--- config.mk ---
export PLATFORM = sky130hd
export DESIGN_NAME = hyperbus_burst_fifo
export DESIGN_NICKNAME = d
export VERILOG_FILES = /design/src/rtl/hyperbus_burst_fifo.sv
export SDC_FILE = /design/constraint.sdc
export NUM_CORES = 1
export LEC_CHECK = 0
export CORE_MARGIN = 8
export CORE_UTILIZATION = 45
export DETAILED_ROUTE_END_ITERATION = 8
export GPL_TIMING_DRIVEN = 0
export SLEW_MARGIN = 10
export SYNTH_ARGS = -nofsm -noshare
export SYNTH_HDL_FRONTEND = slang
export SYNTH_SLANG_ARGS = --single-unit
--- constraint.sdc ---
create_clock -name clk -period 16.9 [get_ports clk]
set_input_delay 3.38 -clock clk [delete_from_list [all_inputs] [get_ports clk]]
set_output_delay 3.38 -clock clk [all_outputs]
set_load 0.03 [all_outputs]
--- src/rtl/hyperbus_burst_fifo.sv ---
// hyperbus_burst_fifo: in-order burst command/data queue in front of a
// Hyperbus native controller; user words travel as MSB-first beats.
// Ports: cmd_* command push, tx_* write-word push, rx_* read-word pop
// (first-word-fall-through), busy status, hbus_* controller side with
// hbus_wrq/hbus_rrq held high for the whole burst.
module hyperbus_burst_fifo #(
  parameter int FIFO_DATA_WIDTH = 32,
  parameter int HBUS_DATA_WIDTH = 16,
  parameter int HBUS_ADDR_WIDTH = 32,
  parameter int CMD_AW          = 2,
  parameter int DAT_AW          = 4,
  parameter int MAX_BURST       = 8,
  parameter int LEN_W           = $clog2(MAX_BURST + 1)
) (
  input  logic                       clk,
  input  logic                       rst_n,
  input  logic                       cmd_valid,
  output logic                       cmd_ready,
  input  logic                       cmd_we,
  input  logic [HBUS_ADDR_WIDTH-1:0] cmd_adr,
  input  logic [LEN_W-1:0]           cmd_len,
  input  logic                       tx_valid,
  output logic                       tx_ready,
  input  logic [FIFO_DATA_WIDTH-1:0] tx_dat,
  output logic                       rx_valid,
  input  logic                       rx_ready,
  output logic [FIFO_DATA_WIDTH-1:0] rx_dat,
  output logic                       busy,
  output logic [HBUS_ADDR_WIDTH-1:0] hbus_adr_o,
  output logic [HBUS_DATA_WIDTH-1:0] hbus_dat_o,
  input  logic [HBUS_DATA_WIDTH-1:0] hbus_dat_i,
  output logic                       hbus_wrq,
  output logic                       hbus_rrq,
  input  logic                       hbus_ready,
  input  logic                       hbus_valid,
  input  logic                       hbus_busy
);

  localparam int FW    = FIFO_DATA_WIDTH;
  localparam int HW    = HBUS_DATA_WIDTH;
  localparam int RATIO = FW / HW;
  localparam int SUB_W = (RATIO > 1) ? $clog2(RATIO) : 1;
  localparam int BW    = LEN_W + $clog2(RATIO) + 1;
  localparam int CDEP  = 2 ** CMD_AW;
  localparam int DDEP  = 2 ** DAT_AW;
  localparam int CW    = 1 + HBUS_ADDR_WIDTH + LEN_W;
  localparam int PW    = DAT_AW + 1;

  localparam logic [1:0] S_IDLE  = 2'd0;
  localparam logic [1:0] S_WRITE = 2'd1;
  localparam logic [1:0] S_READ  = 2'd2;

  logic [CW-1:0]      cmd_mem [CDEP];
  logic [CMD_AW:0]    cmd_wp;
  logic [CMD_AW:0]    cmd_rp;
  logic [FW-1:0]      tx_mem [DDEP];
  logic [PW-1:0]      tx_wp;
  logic [PW-1:0]      tx_rp;
  logic [PW-1:0]      tx_rp_nxt;
  logic [PW-1:0]      tx_cnt;
  logic [FW-1:0]      rx_mem [DDEP];
  logic [PW-1:0]      rx_wp;
  logic [PW-1:0]      rx_rp;
  logic [PW-1:0]      rx_cnt;
  logic [PW-1:0]      rx_free;

  logic [1:0]         state;
  logic [FW-1:0]      tx_shift;
  logic [FW-1:0]      rx_shift;
  logic [FW-1:0]      rx_word;
  logic [SUB_W-1:0]   sub;
  logic [BW-1:0]      beat_cnt;

  logic [LEN_W-1:0]   len_clamp;
  logic               head_we;
  logic [HBUS_ADDR_WIDTH-1:0] head_adr;
  logic [LEN_W-1:0]   head_len;
  logic [PW-1:0]      need;

  logic cmd_empty;
  logic cmd_full;
  logic tx_full;
  logic cmd_push;
  logic tx_push;
  logic tx_pop;
  logic rx_push;
  logic rx_pop;
  logic go_wr;
  logic go_rd;
  logic wr_beat;
  logic rd_beat;
  logic word_end;
  logic last_beat;

  always_comb begin
    len_clamp = cmd_len;
    if (cmd_len == '0)
      len_clamp = LEN_W'(1);
    else if (cmd_len > LEN_W'(MAX_BURST))
      len_clamp = LEN_W'(MAX_BURST);
  end

  assign {head_we, head_adr, head_len} =
    cmd_mem[cmd_rp[CMD_AW-1:0]];

  assign cmd_empty = (cmd_wp == cmd_rp);
  assign cmd_full  = ((cmd_wp ^ cmd_rp) ==
                      {1'b1, {CMD_AW{1'b0}}});
  assign cmd_ready = !cmd_full;
  assign cmd_push  = cmd_valid && cmd_ready;

  assign tx_cnt    = tx_wp - tx_rp;
  assign tx_rp_nxt = tx_rp + PW'(1);
  assign tx_full   = (tx_cnt == PW'(DDEP));
  assign tx_ready  = !tx_full;
  assign tx_push   = tx_valid && tx_ready;

  assign rx_cnt    = rx_wp - rx_rp;
  assign rx_free   = PW'(DDEP) - rx_cnt;
  assign rx_valid  = (rx_cnt != '0);
  assign rx_dat    = rx_mem[rx_rp[DAT_AW-1:0]];
  assign rx_pop    = rx_valid && rx_ready;

  // Reads launch only from IDLE, when every word of the previous
  // burst is already in the RX FIFO, so rx_free covers in-flight data.
  assign need  = PW'(head_len);
  assign go_wr = (state == S_IDLE) && !cmd_empty && head_we &&
                 !hbus_busy && (tx_cnt >= need);
  assign go_rd = (state == S_IDLE) && !cmd_empty && !head_we &&
                 !hbus_busy && (rx_free >= need);

  assign wr_beat   = (state == S_WRITE) && hbus_ready;
  assign rd_beat   = (state == S_READ) && hbus_valid;
  assign word_end  = (sub == SUB_W'(RATIO - 1));
  assign last_beat = (beat_cnt == BW'(1));
  assign tx_pop    = wr_beat && word_end;
  assign rx_push   = rd_beat && word_end;
  assign rx_word   = (rx_shift << HW) | FW'(hbus_dat_i);

  assign hbus_wrq   = (state == S_WRITE);
  assign hbus_rrq   = (state == S_READ);
  assign hbus_dat_o = tx_shift[FW-1 -: HW];
  assign busy       = (state != S_IDLE) || !cmd_empty ||
                      (tx_cnt != '0) || rx_valid;

  always_ff @(posedge clk) begin
    if (cmd_push)
      cmd_mem[cmd_wp[CMD_AW-1:0]] <= {cmd_we, cmd_adr, len_clamp};
    if (tx_push)
      tx_mem[tx_wp[DAT_AW-1:0]] <= tx_dat;
    if (rx_push)
      rx_mem[rx_wp[DAT_AW-1:0]] <= rx_word;
  end

  always_ff @(posedge clk or negedge rst_n) begin
    if (!rst_n) begin
      cmd_wp     <= '0;
      cmd_rp     <= '0;
      tx_wp      <= '0;
      tx_rp      <= '0;
      rx_wp      <= '0;
      rx_rp      <= '0;
      state      <= S_IDLE;
      hbus_adr_o <= '0;
      tx_shift   <= '0;
      rx_shift   <= '0;
      sub        <= '0;
      beat_cnt   <= '0;
    end else begin
      if (cmd_push)
        cmd_wp <= cmd_wp + (CMD_AW+1)'(1);
      if (go_wr || go_rd)
        cmd_rp <= cmd_rp + (CMD_AW+1)'(1);
      if (tx_push)
        tx_wp <= tx_wp + PW'(1);
      if (tx_pop)
        tx_rp <= tx_rp_nxt;
      if (rx_push)
        rx_wp <= rx_wp + PW'(1);
      if (rx_pop)
        rx_rp <= rx_rp + PW'(1);
      unique case (1'b1)
        go_wr: begin
          state      <= S_WRITE;
          hbus_adr_o <= head_adr;
          tx_shift   <= tx_mem[tx_rp[DAT_AW-1:0]];
          sub        <= '0;
          beat_cnt   <= BW'(head_len) * BW'(RATIO);
        end
        go_rd: begin
          state      <= S_READ;
          hbus_adr_o <= head_adr;
          rx_shift   <= '0;
          sub        <= '0;
          beat_cnt   <= BW'(head_len) * BW'(RATIO);
        end
        wr_beat: begin
          // The last beat shifts out to zero rather than
          // prefetching a word that belongs to a later burst.
          if (word_end && !last_beat)
            tx_shift <= tx_mem[tx_rp_nxt[DAT_AW-1:0]];
          else
            tx_shift <= tx_shift << HW;
          sub      <= word_end ? '0 : sub + SUB_W'(1);
          beat_cnt <= beat_cnt - BW'(1);
          if (last_beat)
            state <= S_IDLE;
        end
        rd_beat: begin
          rx_shift <= rx_word;
          sub      <= word_end ? '0 : sub + SUB_W'(1);
          beat_cnt <= beat_cnt - BW'(1);
          if (last_beat)
            state <= S_IDLE;
        end
        default: ;
      endcase
    end
  end

endmodule

==> results_dict.tcl, run 1 <==
set metrics [dict create \
    grt_antenna_before_repair 16 \
    grt_pass1_vias 30600 \
    grt_pass1_wl_mm 216 \
    synth_top_family_by_area "multiplexers" \
    synth_fa_ha_area_share_pct 0.886 \
    pwr_density_cell_nw_per_um2 184 \
    drt_iter0_drc 3193 \
    relSlewSlack_pct 7.77 \
    fin_crit_sh_pct 53.7 \
    hp-class "flop to flop" \
    fin_skew_ps 24.8 \
    worstReg2RegStart "tx_rp[1]$_DFFE_PN0P_" \
    synth_fp_nets 2746 \
    synthDistinctLibCells 63 \
    pre_cts_slack_ps 8690 \
    fp.dieH_um 362 \
    numPortBuffers 178 \
    end_kind "primary output" \
    ant_nets 0 \
    yosysWarnings 0 \
    cts_buffers 139 \
    synthTopCellsByArea "edfxtp_1, mux4_2, dfrtp_1, mux2i_1, mux2_2" \
    cp_slowest_stage_delay_ps 700 \
    grt_start_max_net_pins 66 \
    cp-startpoint "tx_rp[1]$_DFFE_PN0P_" \
    status "complete, no violations" \
    critical_path_class "flop to primary output" \
    via_count 29100 \
    async_reset_ff_share_pct 8.94 \
    synth-xor-area-share_pct 0.536 \
    worstMarginPinSlew_ps 1380 \
    placed_cells 4463 \
    drive_gt1_share_pct 28.5 \
    required_ps 13520 \
    nets 3122 \
    cts_resized 0 \
    clockBufferDepth 3 \
    path_clk_slew_ps 60 \
    syn2layout_area_growth_pct 17.8 \
    synth_compound_area_share_pct 2.93 \
    clk_latency_ps 750 \
    crit_end "busy" \
    r2r_slack_ps 10660 \
    p_leak_uw 0.0208 \
    fin_crit_ps 9080 \
    holdPathStages 1 \
    synth_top_area_share_pct 65.2 \
    maxUsedRoutingLayer "met5" \
    yosys.area.top_type "edfxtp_1" \
    overflow 0 \
    root_buffer "clkbuf_16" \
    muxShareOfSynthArea_pct 20.4 \
    fmax_mhz 110 \
    hold_viol_final 0 \
    die_area_sq_um 131000 \
    start_util_pct 45.2 \
    std_cell_rows 127 \
    fin_ws_ps 7820 \
    clkSinkCount 1287 \
    synthSimpleGateAreaFrac_pct 2.73 \
    gp_congestion 0.861 \
    yosys_most_used_dff "edfxtp_1" \
    cp_max_fo 10 \
    die_w_um 362 \
    post_synth_instance_area_sq_um 54000 \
    firstDrtPassIters 6 \
    drv_slew 0 \
    htreeDepth 4 \
    path_cells "buf_2 > buf_2 > clkinv_1 > clkbuf_1 > ha_1 > nor2b_1 > o21ai_0 > nor3b_1 > o21ai_0 > or4_1 > clkdlybuf4s50_1" \
    ios 179 \
    post-cts-setup-buffers 0 \
    cp_data_arrival_time_ps 5700 \
    cts_hold_buf 0 \
    met2WireLength_mm 74.5 \
    ys_seq_elements 1287 \
    crit_slowest_cell "clkdlybuf4s50_1" \
    final_cells 4726 \
    coreArea_sq_um 119000 \
    wl_mm 150 \
    fin_setup_tns_ps 0 \
    wl_met3_mm 13.4 \
    vias_per_cell 6.16 \
    drv_cap 0 \
    grt_usage_pct 22.7 \
    drcViolationCount 0 \
    avgSynthCellArea_sq_um 20.6 \
    rsz0062_at_grt "false" \
    r2r_end "tx_shift[20]$_DFFE_PN0P_" \
    dpl.hpwl_mm 98.1 \
    critical_path.startpoint_type "flop" \
    ys_seq_area_share_pct 70.6 \
    tritoncts "built" \
    wl_met1_mm 57.9 \
    syn_inst 2616 \
    wire_per_inst_um 31.8 \
    setup_viol 0 \
    synth-edff-count 1172 \
    vdd_drop_max_mv 0.117 \
    ff2ff_path_depth 17 \
]
-- layout make-up --
cell class                      count  area, sq um
Clock inverter                     68          821
Timing Repair Buffer              235         2620
Multi-Input combinational cell   1118        15100
Buffer                            182          931
Sequential cell                  1287        38100
Fill cell                        9286        56000
Clock buffer                      191         3900
Tap cell                         1612         2020
Antenna cell                        4         10.0
Inverter                           29          109
-- state kept, by name (all words and copies together), names as in the netlist --
name / cells
rx_rp: 5
rx_shift: 16
sub: 1
cmd_rp: 3
tx_rp: 5
tx_wp: 5
state: 2
rx_mem: 512
tx_mem: 512
cmd_wp: 3
beat_cnt: 6
hbus_adr_o: 32
rx_wp: 5
tx_shift: 32
cmd_mem: 148
-- per-layer routing --
metal  GRT usage (%)  vias up
met3            5.11      295
met2            37.9     1511
li1                -    11800
met4            6.76       10
met1            30.0    15500
met5               0        -
-- synth_stat cells (17+ instances only) --
cell type  number
clkbuf_1       78
nor2_1         31
buf_4          33
xnor2_1        20
inv_1          26
nand2_1       116
and2_1         17
mux2_2         46
dfrtp_1       115
mux2i_1        53
o21ai_0        38
ha_1           35
nand3b_1       18
and3_1         27
a22oi_1        44
mux4_2        441
buf_2          44
edfxtp_1     1172
nand3_1        26
buf_1          18
a21oi_1        31
-- layout by cell type (no fill, tap or decap), drive strengths merged, types with 5 or more instances in the layout --
cell           Yosys  layout
nand3b            18      18
o31a              16      16
o21ai             38      38
nor2              31      31
clkbuf            78     269
o31ai             14      14
nand4              5       5
ha                35      35
mux2              50      50
buf              104     162
clkdlybuf4s50      0     177
a31oi              5       5
o211ai            15      15
bufinv             0      14
nor2b              9       9
and2              19      19
edfxtp          1172    1172
a311oi             5       5
and4b              8       8
xor2              13      13
and3              27      27
a221oi             6       6
a21oi             31      31
a222oi            12      12
mux2i             53      53
nand3             26      26
nor3               8       8
mux4             441     441
clkinv             1      47
a22oi             44      44
xnor2             20      20
dfrtp            115     115
o2111ai           12      12
inv               28      34
nand2            117     117
-- where the power goes --
part           total, uW  internal, uW  switching, uW  leakage (uW)
Clock               3110          1840           1270       0.00230
Sequential          4230          3930            295        0.0120
Combinational       4340          1950           2380       0.00652
-- how the worst min path moves through the flow --
stage	start	endpoint
after global placement	beat_cnt[5]$_DFFE_PN0P_	beat_cnt[5]$_DFFE_PN0P_
after global routing	beat_cnt[5]$_DFFE_PN0P_	beat_cnt[5]$_DFFE_PN0P_
after CTS	beat_cnt[5]$_DFFE_PN0P_	beat_cnt[5]$_DFFE_PN0P_
after detailed placement	beat_cnt[5]$_DFFE_PN0P_	beat_cnt[5]$_DFFE_PN0P_
after floorplan	beat_cnt[5]$_DFFE_PN0P_	beat_cnt[5]$_DFFE_PN0P_
final	beat_cnt[5]$_DFFE_PN0P_	beat_cnt[5]$_DFFE_PN0P_
-- kinds of logic after synthesis --
family,Yosys count
AND/OR/NAND/NOR,287
XOR/XNOR,33
AO/OA/AOI/OAI,217
buffers and inverters,211
flip-flops,1287
adder cells (fa/ha/maj),37
multiplexers,544
-- worst max-delay path: cells and delay by family (launching register included) --
family          cells  cell delay, ps
buf+inv             5            2590
fa+ha+maj           1             490
flops               1             650
simple gates        3             920
compound gates      2             280
-- metrics by stage --
stage                     instance area [sq um]  utilization, %  total power, uW  hold WS (ps)
after floorplan                           54000               -             7050           442
after global placement                    57800            48.3             8510           453
after detailed placement                  58800            49.2             8640           461
after CTS                                 63500            53.2            11800           471
after global routing                      63500            53.2            12100           499
final                                     63500            53.2            11700           467
(Power assumes the default switching activity.)
==> run 2, diff against run 1 <==
Clock period 16.9 ns to 7.9 ns, I/O delays scaled along.
==> results of run 2 <==
The final DEF is identical to that of run 1. Status: complete, no violations.
Among the figures that moved: setup slack after placement 8690 ps -> 1490 ps; setup slack after layout 7820 ps -> 617 ps; register-to-register setup slack 10660 ps -> 1660 ps; total power 11700 uW -> 25000 uW; worst IR drop on VDD 0.117 mV -> 0.251 mV
==> RTL edit, RTL diff (settings of run 2) <==
`MAX_BURST`: 8 -> 4.
--- a/src/rtl/hyperbus_burst_fifo.sv
+++ b/src/rtl/hyperbus_burst_fifo.sv
@@ -9,7 +9,7 @@
   parameter int HBUS_ADDR_WIDTH = 32,
   parameter int CMD_AW          = 2,
   parameter int DAT_AW          = 4,
-  parameter int MAX_BURST       = 8,
+  parameter int MAX_BURST       = 4,
   parameter int LEN_W           = $clog2(MAX_BURST + 1)
 ) (
   input  logic                       clk,
Ports: changed (resized cmd_len); port bits go from 179 to 178. The function was not compared with the original's and may differ.
==> RTL edit against run 2 <==
Cell area shrank 1.4%; critical path depth increased by 2; setup slack improved by 280 ps; sequential cell count decreased by 5; routed wire length decreased by 4.4%; area after synthesis down 0.42%; first-iteration DRC count shrank 7.4%; cell count shrank 3.3%; register-to-register slack better by 670 ps; power increased by 0.59%.
==> RTL edit: results (changes against run 2) <==
| Metric | Value |
|---|---|
| Number of placed instances with taps included | `4311 (-3.4%)` |
| Synthesized net count | `2676 (-2.5%)` |
| Number of CTS-inserted buffers | `138 (-0.72%)` |
| Minimum setup slack after placement | `1760 ps (+273 ps)` |
| Number of enable flip-flop cells after synthesis | `1168 (-0.34%)` |
| Number of antenna violations at the first check in global routing | `9 (-7)` |
| Sequential fraction of the synthesis area | `0.706 (about the same)` |
| Arrival time worst endpoint | `5420 ps (-280 ps)` |
| Placed inst area | `58400 sq um (-0.76%)` |
| Gp weighted congestion | `0.852 (-1.0%)` |
| Most used standard cells in the synthesized netlist | `sky130_fd_sc_hd__edfxtp_1 (1168), sky130_fd_sc_hd__mux4_2 (441), sky130_fd_sc_hd__mux2i_1 (121)` |
| Fraction of cell area in non-clock buffers | `0.0546 (-0.00128)` |
| Combinational share of power | `0.398 (+0.027)` |
| Number of clock buffers in the layout | `209 (+9.4%)` |
| Number of sequential cells | `1282 (-0.39%)` |
| Proportion of layout cells with a drive suffix above 1 | `0.275 (-0.00938)` |
| Layout buffer count excluding clock buffers | `395 (-5.3%)` |
| ANT cells | `9 (+5)` |
| Number of instances resized during post-cts repair | `0 (unchanged)` |
| Run status | `complete, no violations` |
| Post-layout nets | `3042 (-2.6%)` |
| Proportion of power drawn by the clock network | `0.244 (-0.023)` |
| M1 GR Usage | `0.280 (-0.0197)` |
| Power drawn by the combinational cells | `0.0100 W (+8%)` |
| # fillers | `9145 (-1.5%)` |
| Post-Synthesis Cells | `2549 (-2.6%)` |
| Logic depth of the worst register-to-register path | `13 (-4)` |
| Total wirelength of the detailed-routed design | `143000 um (-4.4%)` |
| Maximum VDD drop | `0.242 mV (-3.7%)` |
| Switching power of the nets | `0.00867 W (+2.6%)` |
| Biggest area contributors in the synthesized netlist | `sky130_fd_sc_hd__edfxtp_1 (65%), sky130_fd_sc_hd__mux4_2 (18%), sky130_fd_sc_hd__dfrtp_1 (5.3%), sky130_fd_sc_hd__mux2i_1 (2.3%), sky130_fd_sc_hd__mux2_4 (0.84%)` |
| Synth unique cells | `59 (-6.3%)` |
| Final setup skew | `30.7 ps (+5.91 ps)` |
| Portion of the layout cell area used by clock cells | `0.0684 (-0.00590)` |
| Mean number of vias per cell | `6.11 (-0.83%)` |
| Met3 Track Usage GR | `0.0475 (-0.00357)` |
| M1 wire length | `55400 um (-4.2%)` |
| Post-synthesis async set-or-reset flop share | `0.0889 (-0.000432)` |
| HPWL reported at the end of detailed placement | `92900 um (-5.3%)` |
| Multi-input combinational cell area | `15000 sq um (-0.32%)` |
| Via count | `27900 (-4.1%)` |
| Leakage | `20.5 nW (-1.5%)` |
| Detailed-routed wire length on met3 | `11400 um (-15%)` |
| Storage element area | `37900 sq um (-0.38%)` |
| Routed length on met2 | `72200 um (-3.1%)` |
| Global-route wire length before repair | `207000 um (-4.1%)` |
| Transition time at the pin with the least slew margin | `1210 ps (-161 ps)` |
-- RTL edit: cell types whose count changed in the layout (fill, tap and decap cells not counted), sizes merged, moves of 18 or more --
cell    change
nand3b     -18
a221oi     +23
a21oi      -19
mux2i      +68
nand2      -22
o21ai      +19
nand3      -21
a22oi      -31
-- RTL edit: kinds of logic (layout without fill, tap and decap cells) --
logic type,after synthesis,count (layout),share of synthesized area
xor+xnor,35,35,0.00596
simple gates,222,222,0.0204
other cells,0,9,0
flops,1282,1282,0.706
mux,596,596,0.217
buf+inv,190,668,0.0175
compound gates,189,189,0.0253
fa+ha+maj,35,35,0.00843
-- RTL edit: worst max-delay path, cell delays in order, from the launching register on --
cell                              delay (ps)
sky130_fd_sc_hd__dfrtp_1                 590
sky130_fd_sc_hd__clkbuf_1                610
sky130_fd_sc_hd__clkbuf_1                730
sky130_fd_sc_hd__inv_1                   140
sky130_fd_sc_hd__ha_1                    310
sky130_fd_sc_hd__nand2_1                  50
sky130_fd_sc_hd__o21a_1                  200
sky130_fd_sc_hd__xor2_1                  140
sky130_fd_sc_hd__and3_1                  170
sky130_fd_sc_hd__ha_1                    190
sky130_fd_sc_hd__inv_1                   170
sky130_fd_sc_hd__nor3_1                  220
sky130_fd_sc_hd__nand4_1                 410
sky130_fd_sc_hd__clkdlybuf4s50_1         750
-- RTL edit: final timing paths --
check | end | slack, ps | start
setup / recovery | busy | 900 | rx_rp[1]
hold / removal | tx_rp[4] | 490 | tx_rp[4]
setup reg to reg | tx_mem[3][21] | 2330 | tx_rp[1]
hold reg to reg | tx_rp[4] | 490 | tx_rp[4]
max in group asynchronous | tx_shift[12] | 6260 | rst_n
min in group asynchronous | hbus_adr_o[20] | 810 | rst_n
